### src/rtl/mem_responder.sv
// Memory-side target for the VeriRISC mem_rd/mem_wr strobes, with WAIT_STATES wait cycles before each response.
// Define MEM_RESP_CLEAR_EN to make rst also zero every storage word.
module mem_responder #(
  parameter int AWIDTH      = 5,
  parameter int DWIDTH      = 8,
  parameter int WAIT_STATES = 1
) (
  input  logic              clk,
  input  logic              rst,
  input  logic              mem_rd,
  input  logic              mem_wr,
  input  logic [AWIDTH-1:0] addr,
  input  logic [DWIDTH-1:0] data_in,
  output logic [DWIDTH-1:0] data_out,
  output logic              data_valid,
  output logic              write_ack,
  output logic              busy,
  output logic              proto_err
);

  localparam int DEPTH = 2 ** AWIDTH;
  localparam logic [3:0] LAST_WAIT = 4'((WAIT_STATES == 0) ? 0 : WAIT_STATES - 1);

  typedef enum logic [2:0] {
    S_IDLE,
    S_RD_WAIT,
    S_RD_DONE,
    S_WR_WAIT,
    S_WR_DONE
  } state_t;

  state_t              r_state;
  logic [3:0]          r_cnt;
  logic                r_rd_prev;
  logic                r_wr_prev;
  logic                r_entered;
  logic [AWIDTH-1:0]   r_addr_q;
  logic [DWIDTH-1:0]   r_data_q;
  logic [DWIDTH-1:0]   r_data_out;
  logic                r_data_valid;
  logic                r_write_ack;
  logic                r_busy;
  logic                r_proto_err;
  logic [DWIDTH-1:0]   r_mem [DEPTH];

  logic w_rd_edge;
  logic w_wr_edge;
  logic w_commit;

  // Prev registers reset to 0, so a strobe already high out of reset is an edge.
  assign w_rd_edge = mem_rd & ~r_rd_prev;
  assign w_wr_edge = mem_wr & ~r_wr_prev;
  assign w_commit  = (r_state == S_WR_DONE) && !r_entered;

  assign data_out   = r_data_out;
  assign data_valid = r_data_valid;
  assign write_ack  = r_write_ack;
  assign busy       = r_busy;
  assign proto_err  = r_proto_err;

`ifdef MEM_RESP_CLEAR_EN
  always_ff @(posedge clk or posedge rst) begin
    if (rst) begin
      for (int i = 0; i < DEPTH; i++) begin
        r_mem[i] <= '0;
      end
    end else if (w_commit) begin
      r_mem[r_addr_q] <= r_data_q;
    end
  end
`else
  // No reset on the array so a preloaded image survives rst.
  always_ff @(posedge clk) begin
    if (w_commit) begin
      r_mem[r_addr_q] <= r_data_q;
    end
  end
`endif

  always_ff @(posedge clk or posedge rst) begin
    if (rst) begin
      r_state      <= S_IDLE;
      r_cnt        <= '0;
      r_rd_prev    <= 1'b0;
      r_wr_prev    <= 1'b0;
      r_entered    <= 1'b0;
      r_addr_q     <= '0;
      r_data_q     <= '0;
      r_data_out   <= '0;
      r_data_valid <= 1'b0;
      r_write_ack  <= 1'b0;
      r_busy       <= 1'b0;
      r_proto_err  <= 1'b0;
    end else begin
      r_rd_prev   <= mem_rd;
      r_wr_prev   <= mem_wr;
      r_write_ack <= 1'b0;
      case (r_state)
        S_IDLE: begin
          r_cnt     <= '0;
          r_entered <= 1'b0;
          if (w_rd_edge && w_wr_edge) begin
            r_proto_err <= 1'b1;
          end else if (w_rd_edge) begin
            r_addr_q <= addr;
            r_busy   <= 1'b1;
            r_state  <= (WAIT_STATES == 0) ? S_RD_DONE : S_RD_WAIT;
          end else if (w_wr_edge) begin
            r_addr_q <= addr;
            r_data_q <= data_in;
            r_busy   <= 1'b1;
            r_state  <= (WAIT_STATES == 0) ? S_WR_DONE : S_WR_WAIT;
          end
        end
        S_RD_WAIT: begin
          if (mem_wr) r_proto_err <= 1'b1;
          if (!mem_rd) begin
            r_busy  <= 1'b0;
            r_state <= S_IDLE;
          end else if (r_cnt == LAST_WAIT) begin
            r_state <= S_RD_DONE;
          end else begin
            r_cnt <= r_cnt + 4'd1;
          end
        end
        S_RD_DONE: begin
          if (mem_wr) r_proto_err <= 1'b1;
          if (!r_entered) begin
            r_data_out   <= r_mem[r_addr_q];
            r_data_valid <= 1'b1;
            r_busy       <= 1'b0;
            r_entered    <= 1'b1;
          end else if (!mem_rd) begin
            r_data_valid <= 1'b0;
            r_state      <= S_IDLE;
          end
        end
        S_WR_WAIT: begin
          if (mem_rd) r_proto_err <= 1'b1;
          if (!mem_wr) begin
            r_busy  <= 1'b0;
            r_state <= S_IDLE;
          end else if (r_cnt == LAST_WAIT) begin
            r_state <= S_WR_DONE;
          end else begin
            r_cnt <= r_cnt + 4'd1;
          end
        end
        S_WR_DONE: begin
          if (mem_rd) r_proto_err <= 1'b1;
          // The array write happens in the storage block on this same entry cycle.
          if (!r_entered) begin
            r_write_ack <= 1'b1;
            r_busy      <= 1'b0;
            r_entered   <= 1'b1;
          end else if (!mem_wr) begin
            r_state <= S_IDLE;
          end
        end
        default: r_state <= S_IDLE;
      endcase
    end
  end

endmodule

### config.mk
export PLATFORM = sky130hd
export DESIGN_NAME = mem_responder
export DESIGN_NICKNAME = d
export VERILOG_FILES = /design/src/rtl/mem_responder.sv
export SDC_FILE = /design/constraint.sdc
export NUM_CORES = 1
export LEC_CHECK = 0
export CORE_MARGIN = 2
export CORE_UTILIZATION = 40
export DETAILED_ROUTE_END_ITERATION = 7
export GPL_TIMING_DRIVEN = 0
export PLACE_DENSITY = 0.65
export SYNTH_ARGS = -nofsm -noshare
export SYNTH_HDL_FRONTEND = slang
export SYNTH_SLANG_ARGS = --single-unit
export TNS_END_PERCENT = 5
### constraint.sdc
create_clock -name clk -period 3.3 [get_ports clk]
set_input_delay 0.66 -clock clk [delete_from_list [all_inputs] [get_ports clk]]
set_output_delay 0.66 -clock clk [all_outputs]
set_load 0.01 [all_outputs]
# Word-level counts from Yosys, hierarchy flattened
# Memories as Yosys holds them, arrays and structs flattened. A register that Yosys moved wholly into a read port is not among the register bits.
# Index checks and enable logic that the tools add are counted.
[totals]
input_bits = 17
wordCells = 97
regBits = 27
ram_bits = 256
n_memories = 1
[memory_table]
columns = ["name", "depth", "word_bits", "rd", "rd_ports_with_merged_regs", "wr", "line_no", "source"]
rows = [
  ["r_mem", 32, 8, 1, 1, 1, "44", "logic [DWIDTH-1:0] r_mem [DEPTH];"],
]
[op_classes]
reduce_logical = 21
n_bitwise = 7
n_eq_ne = 21
addsub = 1
mux = 35
[ops]
columns = ["cell", "count"]
rows = [
  ["$mux W3", 11],
  ["$ne A2 B2 Y1 const B", 12],
  ["$pmux W3 S5", 1],
  ["$mux W1", 14],
  ["$mux W4", 3],
  ["$pmux W4 S3", 1],
  ["$mux W5", 2],
  ["$ne A3 B3 Y1 const B", 3],
  ["$reduce_and A4 Y1", 2],
  ["$reduce_and A8 Y1", 1],
  ["$eq A3 B2 Y1 const B", 2],
  ["$reduce_and A3 Y1", 2],
  ["$reduce_and A6 Y1", 1],
  ["$reduce_bool A3 Y1", 2],
  ["$reduce_or A2 Y1", 3],
  ["$not A1 Y1", 5],
  ["$add A4 B1 Y4 const B", 1],
  ["$logic_not A4 Y1", 1],
  ["$ne A2 B1 Y1 const B", 2],
  ["$pmux W1 S4", 1],
  ["$reduce_and A2 Y1", 2],
  ["$reduce_bool A2 Y1", 2],
  ["$reduce_bool A4 Y1", 1],
  ["$eq A3 B1 Y1 const B", 1],
  ["7 further kinds", 9],
]

# Depth between registers and ports, before layout
# Gate-level depths: netlist of the first run.
[logic_depth]
depth_word = 6
ltp_mapped = 8
ltp_nobuf = 7

# Worst setup path after synthesis of the first run
# OpenSTA, ideal clock, no wires.
[synth_timing]
kind = "reg2reg"
start = "register r_addr_q[0]"
end = "memory r_mem[8][0] (enable)"
required_ps = 2930
path_stages_with_launch = 6
period_less_slack_ps = 2108
slack_ps = 1192
n_path_buf = 3
t_arrival_ps = 1738
path_cell_list = "dfrtp_1 -> buf_6 -> buf_4 -> or4_1 -> clkbuf_1 -> nor2_1"
[synth_rtl]
columns = ["item", "line_no", "source"]
rows = [
  ["from (decl)", "37", "logic [AWIDTH-1:0] r_addr_q;"],
  ["from (signal assigned)", "105", "r_addr_q <= addr;"],
  ["from (signal assigned)", "109", "r_addr_q <= addr;"],
  ["to (decl)", "44", ""],
]
# Straight into the memory's write port.

# Worst setup path after layout of the first run
[layout_timing]
start = "register r_addr_q[1]"
end = "memory r_mem[23][0] (enable)"
# Straight into the memory's write port.

==> results of run 1 <==
==> state kept, by name, indices dropped and copies added (netlist names) <==
register    count
r_data_q        8
proto_err       1
r_mem         256
data_out        8
r_wr_prev       1
busy            1
data_valid      1
r_state         3
r_cnt           4
r_rd_prev       1
write_ack       1
r_addr_q        5
r_entered       1
==> final cells by class <==
type	instances	area share
clock buffer	32	0.0537
sequential	291	0.643
multi-input combinational	305	0.213
tap	384	0.0360
clock inverter	19	0.0134
buffer	33	0.0174
inverter	9	0.00253
timing repair buffer	28	0.0210
==> cell families after synthesis <==
family,Yosys count,synth area share
flip-flops,291,0.734
AO/OA/AOI/OAI,73,0.0443
buffers and inverters,42,0.0227
multiplexers,93,0.135
adder cells (fa/ha/maj),5,0.00515
AND/OR/NAND/NOR,134,0.0588
==> final timing paths <==
| kind | startpoint | end | slack, ns |
|---|---|---|---|
| worst max-delay path | r_addr_q[1] | r_mem[23][0] | 0.46 |
| worst min-delay path | proto_err | proto_err | 0.50 |
| worst max register to register | r_addr_q[1] | r_mem[23][0] | 0.46 |
| worst min register to register | proto_err | proto_err | 0.50 |
| max in group asynchronous | rst | r_addr_q[4] | 2.23 |
| min in group asynchronous | rst | r_state[1] | 0.57 |
==> synth_stat cells, types with 8 or more instances <==
master | n | area (um2)
nand2_1 | 17 | 63.8
dfrtp_1 | 35 | 876
clkbuf_1 | 8 | 30.0
edfxtp_1 | 256 | 7690
mux4_2 | 44 | 991
nand2b_1 | 13 | 81.3
a31oi_1 | 9 | 56.3
o21ai_0 | 14 | 70.1
nor2_1 | 54 | 203
buf_4 | 8 | 60.1
mux2i_1 | 30 | 300
o22ai_1 | 10 | 62.6
a22oi_1 | 10 | 75.1
inv_1 | 9 | 33.8
nor2b_1 | 12 | 75.1
mux2_2 | 14 | 158
==> metrics by stage <==
step	power [mW]	std cells	hold slack, ns	util
after detailed placement	8.63	1050	0.482	0.433
after floorplan	7.24	638	0.510	-
after CTS	11.7	1101	0.501	0.464
after global placement	8.53	1050	0.474	0.433
final	11.7	1101	0.499	0.464
after global routing	12.1	1101	0.519	0.464
==> critical path, delay by kind of cell (launching register included) <==
kind | cells | cell delay [ns]
buffers and inverters | 3 | 0.74
AND/OR/NAND/NOR | 2 | 1.28
flip-flops | 1 | 0.44
==> layer usage <==
| layer | up-vias | GRT usage | part of all wire |
|---|---|---|---|
| met4 | 0 | 0.0781 | 0.043 |
| met3 | 75 | 0.0252 | 0.070 |
| li1 | 2671 | - | - |
| met1 | 3282 | 0.243 | 0.40 |
| met2 | 290 | 0.299 | 0.48 |
| met5 | - | 0 | 0 |
==> where the power goes <==
| group | internal, mW | switching (mW) | total [mW] | leakage [nW] |
|---|---|---|---|---|
| logic | 1.41 | 1.74 | 3.15 | 1.20 |
| clock network | 1.79 | 1.33 | 3.12 | 0.428 |
| registers | 4.70 | 0.715 | 5.41 | 2.73 |
==> results.md, run 1 <==
* Pre-CTS setup slack at around 0.42 ns
* Final worst slack at 0.460 ns
* Largest net degree at the start of global routing at 36
* Setup repair bufs after CTS at 0
* Gate Count Post-Synth at 638
* WHS Path Cells at 2
* Clk slew on worst S/H paths at 0.06 ns
* Status: complete, no violations
* Slowest stage delay, CP at 0.83 ns
* Core area at roughly 29000 um2
* GRT Overall Usage at 0.181
* Die Wd at ~170 um
* Commonest non-fill, non-tap cell in the layout: edfxtp_1
* Yosys warnings at 0
* Clock tree buffer depth at 3
* Period utilisation layout at 0.861
* Final hold violation count at 0
* Critical-path maximum fanout at 10
* Worst Path Required at 3.47 ns
* Power Dens Cells at 876 nW/um2
* Cells along the critical path: buf_6, buf_4, buf_4, nand3_1, nor2_1
* Asr flop ratio synth at 0.120
* CTS tree: done
* Die Height at roughly 170 um
* Total number of vias at 6318
* Cts repair resizes at 0
* Design area at 13300 um2
* Placed wire-length estimate at 17700 um
* Crit-path slowest cell: nor2_1
* RSZ-0062 raised after global routing: false
* Fmax at roughly 0.35 GHz
* WS Path Type: flip-flop to flip-flop
* Slew Viols, Final at 0
* Fillers at between 2000 and 2500
* GRT overflow at 0
* ANT cells at 0
* Vias/cell at 5.74
* DP Area at 12400 um2
* Number of CTS-inserted buffers at 28
* Critical path launch point type: flip-flop
* TNS Setup at 0 ns
* Worst EP arrival at 3.01 ns
* Mapped Area at 11700 um2
* First-pass GRT wire length at 41100 um
* H-Tree Depth at 1
* CTS Sinks at 291
* Top Ports at 29
* Clock skew at 0.0217 ns
* VDD IR max at 0.444 mV
* Post-cts hold buffer count at 0
* Detail-routed net length per standard cell at 25.0 um
* Port buffer count at 28
* # DRC at 0
* Initial antenna violation count at 0
* Share of layout cells above drive strength 1 at 0.183
* Register area share after synthesis at 0.734
* Final setup violation count at 0
* Slew @ Worst Pin at ~1.3 ns
* Relative slew slack at 0.117
* CP Capture Type: flip-flop
* Cell mode on critical path: buf_4
* Detail Route Antenna Nets at 0
* Initial Util at 0.407
* GP Congestion at 0.918
* Max-Cap Viols at 0
* NumNets Final at 717
* Seq. cell area at 8560 um2
* 1st-pass router iterations at 5
* Die area at 30600 um2
* Lkg Pwr at 4.36 nW
* Root buffer cell: clkbuf_16
* Average cell area after synthesis at about 18 um2
* Later-pin clock latency in the skew report at around 0.55 ns
* Number of synthesized flops with an enable pin at about 260
* Seq cells post-synth at between 200 and 300
* Total length of routed wires at 27500 um
* Post-synthesis cell type count at 56
* Period minus WS final at 2.84 ns
* Vias in the first global route at 6520
* Most frequent cells in the layout: edfxtp_1, nor2_1, mux4_2
* Hold Crit Class: flip-flop to flip-flop
* Main synth FF type: edfxtp_1
* Worst R2R Path Depth at 5
* Mapped Nets at around 660
* Area of the multi-input gates at 2840 um2
* Standard-cell rows at 62
* Initial DRC count at 751
* Layout area overhead at 14.2%
(Power assumes the default switching activity.)
==> inputs of run 2 (changes only) <==
Settings changed: CELL_PAD_IN_SITES_DETAIL_PLACEMENT from default to 0, CELL_PAD_IN_SITES_GLOBAL_PLACEMENT from default to 1, PLACE_DENSITY 0.65 to 0.71.
==> run 2 against run 1 <==
Effect of this change: clock skew decreased by 0.0081 ns; setup slack got worse by 0.22 ns; via count fell by 1.1%; routed wire length up 1.1%; sequential share of layout area up 0.24 points; clock power decreased by 4%; die area stayed put; cell count unchanged; combinational power about the same; clock-buffer cell count grew 5; critical path depth unchanged; critical path type unchanged; largest cell class unchanged; highest routed layer unchanged.
==> results.md, run 2 (synthesis gave the netlist of run 1 again) <==
* Die area at 30600 um2 (unchanged)
* Buf/Inv on CP at 3 (unchanged)
* Comb power frac at 0.274 (+0.005)
* Sw Ratio at 0.325 (about the same)
* Slew Viols, Final at 0 (unchanged)
* Core area at 28700 um2 (unchanged)
* Cell mode on critical path: buf_4
* Worst Path Required at 3.46 ns (about the same)
* Total number of vias at 6251 (-1.1%)
* Later-pin clock latency in the skew report at 0.55 ns (about the same)
* Top Ports at 29 (unchanged)
* Worst EP arrival at 3.22 ns (+0.21 ns)
* Final hold violation count at 0 (unchanged)
* Pre-CTS setup slack at 0.327 ns (-0.0951 ns)
* Cells along the critical path: buf_6, buf_4, buf_4, nand3_1, nor2_1
* Number of CTS-inserted buffers at 29 (+3.6%)
* Largest net degree at the start of global routing at 36 (unchanged)
* Period minus WS final at 3.06 ns (+0.221 ns)
* Relative slew slack at 0.180 (+0.0625)
* CP top delay family: simple AND/OR/NAND/NOR gates
* CTS Sinks at 291 (unchanged)
* Cell total after placement at 1050 (unchanged)
* Hold Crit Class: flip-flop to flip-flop
* Die Wd at 175 um (unchanged)
* Power Dens Cells at 868 nW/um2 (-0.97%)
* GRT Overall Usage at 0.183 (+0.00197)
* H-Tree Depth at 1 (unchanged)
* Status: complete, no violations
* Final hold slack at 0.494 ns (-0.00536 ns)
* Largest register FFs at 256 (unchanged)
* Fmax at 0.327 GHz (-7.2%)
* Standard-cell rows at 62 (unchanged)
* CTS tree: done
* # DRC at 0 (unchanged)
* Initial Util at 0.407 (unchanged)
* Detail Route Antenna Nets at 0 (unchanged)
* Final worst slack at 0.239 ns (-0.221 ns)
* VDD IR max at 0.440 mV (-0.84%)
* Vias in the first global route at 6315 (-3.1%)
* GRT overflow at 0 (unchanged)
* Critical path launch point type: flip-flop
* Vias/cell at 5.68 (-1.1%)
* Setup repair bufs after CTS at 0 (unchanged)
* Period utilisation layout at 0.927 (+0.0668)
* Slew @ Worst Pin at 1.23 ns (-0.0938 ns)
* WP depth at 5 (unchanged)
* NetSw at 3.74 mW (-1.2%)
* Total length of routed wires at 27800 um (+1.1%)
* Max-Cap Viols at 0 (unchanged)
* NumNets Final at 718 (+0.14%)
* Root buffer cell: clkbuf_16
* Clk slew on worst S/H paths at 0.06 ns (about the same)
* First-pass GRT wire length at 41300 um (+0.38%)
* Placed wire-length estimate at 18000 um (+1.7%)
* Crit-path slowest cell: nor2_1
* Slowest stage delay, CP at 0.92 ns (+0.09 ns)
* Biggest register: r_mem
* Share of layout cells above drive strength 1 at 0.177 (-0.00558)
* RSZ-0062 raised after global routing: false
* 1st-pass router iterations at 5 (unchanged)
* WHS Path Cells at 2 (unchanged)
* ANT cells at 0 (unchanged)
* Initial antenna violation count at 0 (unchanged)
* Final cell count without fillers at 1101 (unchanged)
* Int Power at 7.78 mW (-1.4%)
* Worst R2R Path Depth at 5 (unchanged)
* CP Capture Type: flip-flop
* GP Congestion at 0.883 (-3.9%)
* Die Height at 175 um (unchanged)
* Clock Power Share at 0.259 (-0.008)
* Detail-routed net length per standard cell at 25.2 um (+1.1%)
* Cts repair resizes at 0 (unchanged)
* Commonest non-fill, non-tap cell in the layout: edfxtp_1
* Lkg Pwr at 4.33 nW (-0.51%)
* Critical-path maximum fanout at 10 (unchanged)
* Initial DRC count at 630 (-16%)
* Most frequent cells in the layout: edfxtp_1, nor2_1, mux4_2
* Port buffer count at 28 (unchanged)
* TNS Setup at 0 ns (unchanged)
* Clock tree buffer depth at 3 (unchanged)
* Final setup violation count at 0 (unchanged)
* Clock skew at 0.0136 ns (-0.00807 ns)
* Sequential share of power at 0.467 (+0.004)
* WS Path Type: flip-flop to flip-flop
* Post-cts hold buffer count at 0 (unchanged)
* Final cell utilization of the core at 0.463 (-0.00170)
* Layout area overhead at 13.8%
run 2: cell count changes in the layout (fill, tap and decap cells not counted), sizes merged:
cell,delta
clkinvlp,-1
bufinv,-2
clkinv,-2
clkbuf,+5
run 2: worst paths after layout:
kind	slack, ns	endpoint	from
max reg2reg	0.24	r_mem[23][1]	r_addr_q[1]
max	0.24	r_mem[23][1]	r_addr_q[1]
min	0.49	proto_err	proto_err
min in group asynchronous	0.61	r_data_q[7]	rst
max in group asynchronous	2.14	data_out[7]	rst
min reg2reg	0.49	proto_err	proto_err
run 2: per-stage QoR:
stage	area [um2]	power, mW
floorplan	11700	7.24
global placement	12400	8.54
detailed placement	12400	8.63
CTS	13300	11.6
global route	13300	12.0
finish	13300	11.5
run 2: worst register-to-register path, cell delays in order, from the launching register on:
cell     delay (ns)
dfrtp_1        0.44
buf_6          0.21
buf_4          0.30
buf_4          0.28
nand3_1        0.52
nor2_1         0.92
run 2: cell type report:
type                       count  area, um2
sequential                   291       8560
inverter                       9       33.8
tap                          384        480
multi-input combinational    305       2840
clock buffer                  37        756
timing repair buffer          28        280
buffer                        33        231
clock inverter                14       90.1
fill                        2457      15400
run 2: metal layers:
layer	vias to the layer above	wire, um	track usage
li1	2673	-	-
met1	3278	11600	0.251
met2	238	13700	0.306
met3	62	1610	0.0239
met4	0	915	0.0594
met5	-	0	0
run 2: power by group through the flow:
| stage | Sequential [mW] | Combinational (mW) | Clock (mW) |
|---|---|---|---|
| floorplan | 5.11 | 2.13 | 0 |
| global placement | 5.43 | 3.12 | 0 |
| detailed placement | 5.48 | 3.15 | 0 |
| CTS | 5.40 | 3.17 | 3.02 |
| global route | 5.46 | 3.35 | 3.15 |
| finish | 5.38 | 3.15 | 2.99 |
==> inputs of run 3 (changes only) <==
Settings changed: CORE_MARGIN 2 to default, MAX_ROUTING_LAYER from default to met4.
==> run 3 against run 2 <==
Effect of this change: sequential share of layout area shrank 0.63 points; cell count grew 0.45%; clock skew down 0.0016 ns; critical path depth unchanged; via count down 0.45%; worst hold slack gained 0.014 ns; die area is 2.3% lower; fmax grew 3.1%; routed wire length shrank 0.33%; sequential power about the same; clock-buffer cell count grew 3; combinational power rose by 1%; largest power group unchanged.
==> results.md, run 3 (synthesis gave the netlist of run 1 again) <==
* Status: complete, no violations
* CTS Sinks at 291 (unchanged)
* Buf/Inv on CP at 3 (unchanged)
* Worst reg2reg setup slack at 0.33 ns (+0.09 ns)
* Hold Crit Class: flip-flop to flip-flop
* Most frequent cells in the layout: edfxtp_1, nor2_1, mux4_2
* Die Height at 173 um (-1.1%)
* Slew Viols, Final at 0 (unchanged)
* Total number of vias at 6223 (-0.45%)
* Placed wire-length estimate at 18100 um (+0.43%)
* TNS Setup at 0 ns (unchanged)
* Commonest non-fill, non-tap cell in the layout: edfxtp_1
* Largest net degree at the start of global routing at 36 (unchanged)
* Layout area overhead at 14.9%
* ANT cells at 0 (unchanged)
* NumNets Final at 719 (+0.14%)
* Clock tree buffer depth at 3 (unchanged)
* Crit-path slowest cell: nor2_1
* # DRC at 0 (unchanged)
* Initial DRC count at 575 (-8.7%)
* Total length of routed wires at 27700 um (-0.33%)
* Relative slew slack at 0.188 (+0.00838)
* Crit. Startpoint: r_addr_q[1]
* Period minus WS final at 2.97 ns (-0.0930 ns)
* Cells along the critical path: buf_6, buf_4, buf_4, nand3_1, nor2_1
* Critical-path maximum fanout at 10 (unchanged)
* Detail Route Antenna Nets at 0 (unchanged)
* 1st-pass router iterations at 5 (unchanged)
* Design area at 13400 um2 (+0.99%)
* Largest register FFs at 256 (unchanged)
* GP Congestion at 0.854 (-3.2%)
* Worst EP arrival at 3.14 ns (-0.08 ns)
* Reg-to-reg startpoint: r_addr_q[1]
* Standard-cell rows at 62 (unchanged)
* Sink of the worst hold path: proto_err
* Power Dens Cells at 888 nW/um2 (+2.3%)
* Period utilisation layout at 0.899 (-0.0282)
* Max-Cap Viols at 0 (unchanged)
* Later-pin clock latency in the skew report at 0.56 ns (about the same)
* Slew @ Worst Pin at 1.22 ns (-0.0126 ns)
* CP top delay family: simple AND/OR/NAND/NOR gates
* Worst R2R Path Depth at 5 (unchanged)
* Clock skew at 0.0120 ns (-0.00161 ns)
* Core area at 28700 um2 (unchanged)
* Cts repair resizes at 0 (unchanged)
* Clk slew on worst S/H paths at 0.06 ns (about the same)
* Worst Path Required at 3.48 ns (+0.02 ns)
* CTS tree: done
* NetSw at 3.83 mW (+2.4%)
* Critical path launch point type: flip-flop
* H-Tree Depth at 1 (unchanged)
* Final hold slack at 0.508 ns (+0.0141 ns)
* Slowest stage delay, CP at 0.87 ns (-0.05 ns)
* CP Capture Type: flip-flop
* VDD IR max at 0.344 mV (-22%)
* Setup repair bufs after CTS at 0 (unchanged)
* Lkg Pwr at 4.40 nW (+1.5%)
* Biggest register: r_mem
* Sw Ratio at 0.322 (-0.00299)
* WS Path Type: flip-flop to flip-flop
* RSZ-0062 raised after global routing: false
* Vias/cell at 5.63 (-0.90%)
* Detail-routed net length per standard cell at 25.0 um (-0.78%)
* GRT overflow at 0 (unchanged)
* Post-cts hold buffer count at 0 (unchanged)
* Clock Power Share at 0.280 (+0.021)
* Overall power at 11.9 mW (+3.3%)
* DP Area at 12400 um2 (unchanged)
* First-pass GRT wire length at 41200 um (-0.18%)
* WHS Path Cells at 2 (unchanged)
* Vias in the first global route at 6319 (+0.063%)
* Number of CTS-inserted buffers at 30 (+3.4%)
* Final hold violation count at 0 (unchanged)
* GRT Overall Usage at 0.193 (+0.00986)
* Port buffer count at 28 (unchanged)
* Initial Util at 0.407 (unchanged)
* Root buffer cell: clkbuf_16
* Share of layout cells above drive strength 1 at 0.188 (+0.0112)
* Fillers at 2432 (-1.0%)
* Die area at 29900 um2 (-2.3%)
* Worst hold start: proto_err
* Final cell utilization of the core at 0.467 (+0.00458)
* Die Wd at 173 um (-1.1%)
* Initial antenna violation count at 0 (unchanged)
* Top Ports at 29 (unchanged)
* Cell mode on critical path: buf_4
* RR Endpoint: r_mem[7][6]
* Final setup violation count at 0 (unchanged)
* Comb power frac at 0.268 (-0.006)
* Int Power at 8.07 mW (+3.8%)
* Sequential share of power at 0.452 (-0.015)
* Fmax at 0.337 GHz (+3.1%)
[run 3: cell count changes in the layout (fill, tap and decap cells not counted)]
cell	change
clkbuf_16	+2
clkinvlp_4	+1
bufinv_16	+2
clkinv_1	-4
clkbuf_8	+1
clkinv_2	+3
[run 3: cell type report]
type,count,area [um2],share of cell area
Clock inverter,16,158,0.0118
Clock buffer,40,820,0.0611
Inverter,9,33.8,0.00252
Sequential cell,291,8560,0.639
Multi-Input combinational cell,305,2840,0.212
Timing Repair Buffer,28,280,0.0209
Tap cell,384,480,0.0358
Buffer,33,231,0.0173
[run 3: worst register-to-register path: stages, from the launching register on]
cell and delay, ns:
dfrtp_1 0.42, buf_6 0.21, buf_4 0.28, buf_4 0.30
nand3_1 0.50, nor2_1 0.87
[run 3: how the worst max path moves through the flow]
stage,end,slack (ns),depth (start not counted)
after floorplan,r_mem[8][0],1.19,5
after global placement,r_mem[7][0],0.41,5
after detailed placement,r_mem[7][0],0.35,5
after CTS,r_mem[7][6],0.32,5
after global routing,r_mem[7][6],0.21,5
final,r_mem[7][6],0.33,5
[run 3: metal layers]
metal | wire, um | track usage | vias up
met5 | 0 | - | -
met2 | 13500 | 0.310 | 281
met1 | 11500 | 0.253 | 3223
met4 | 697 | 0.0546 | 0
li1 | - | - | 2674
met3 | 2000 | 0.0347 | 45
[run 3: power by group through the flow]
stage          combinational [mW]  clock [mW]  sequential (mW)
2_1_floorplan                2.13           0             5.11
3_3_place_gp                 3.13           0             5.41
3_5_place_dp                 3.16           0             5.47
4_1_cts                      3.18        3.38             5.39
5_1_grt                      3.36        3.51             5.44
6_report                     3.19        3.34             5.38
[run 3: per-stage QoR]
| step | std cells | worst slack [ns] |
|---|---|---|
| floorplan | 638 | 1.19 |
| global placement | 1050 | 0.409 |
| detailed placement | 1050 | 0.348 |
| CTS | 1106 | 0.317 |
| global route | 1106 | 0.213 |
| finish | 1106 | 0.332 |
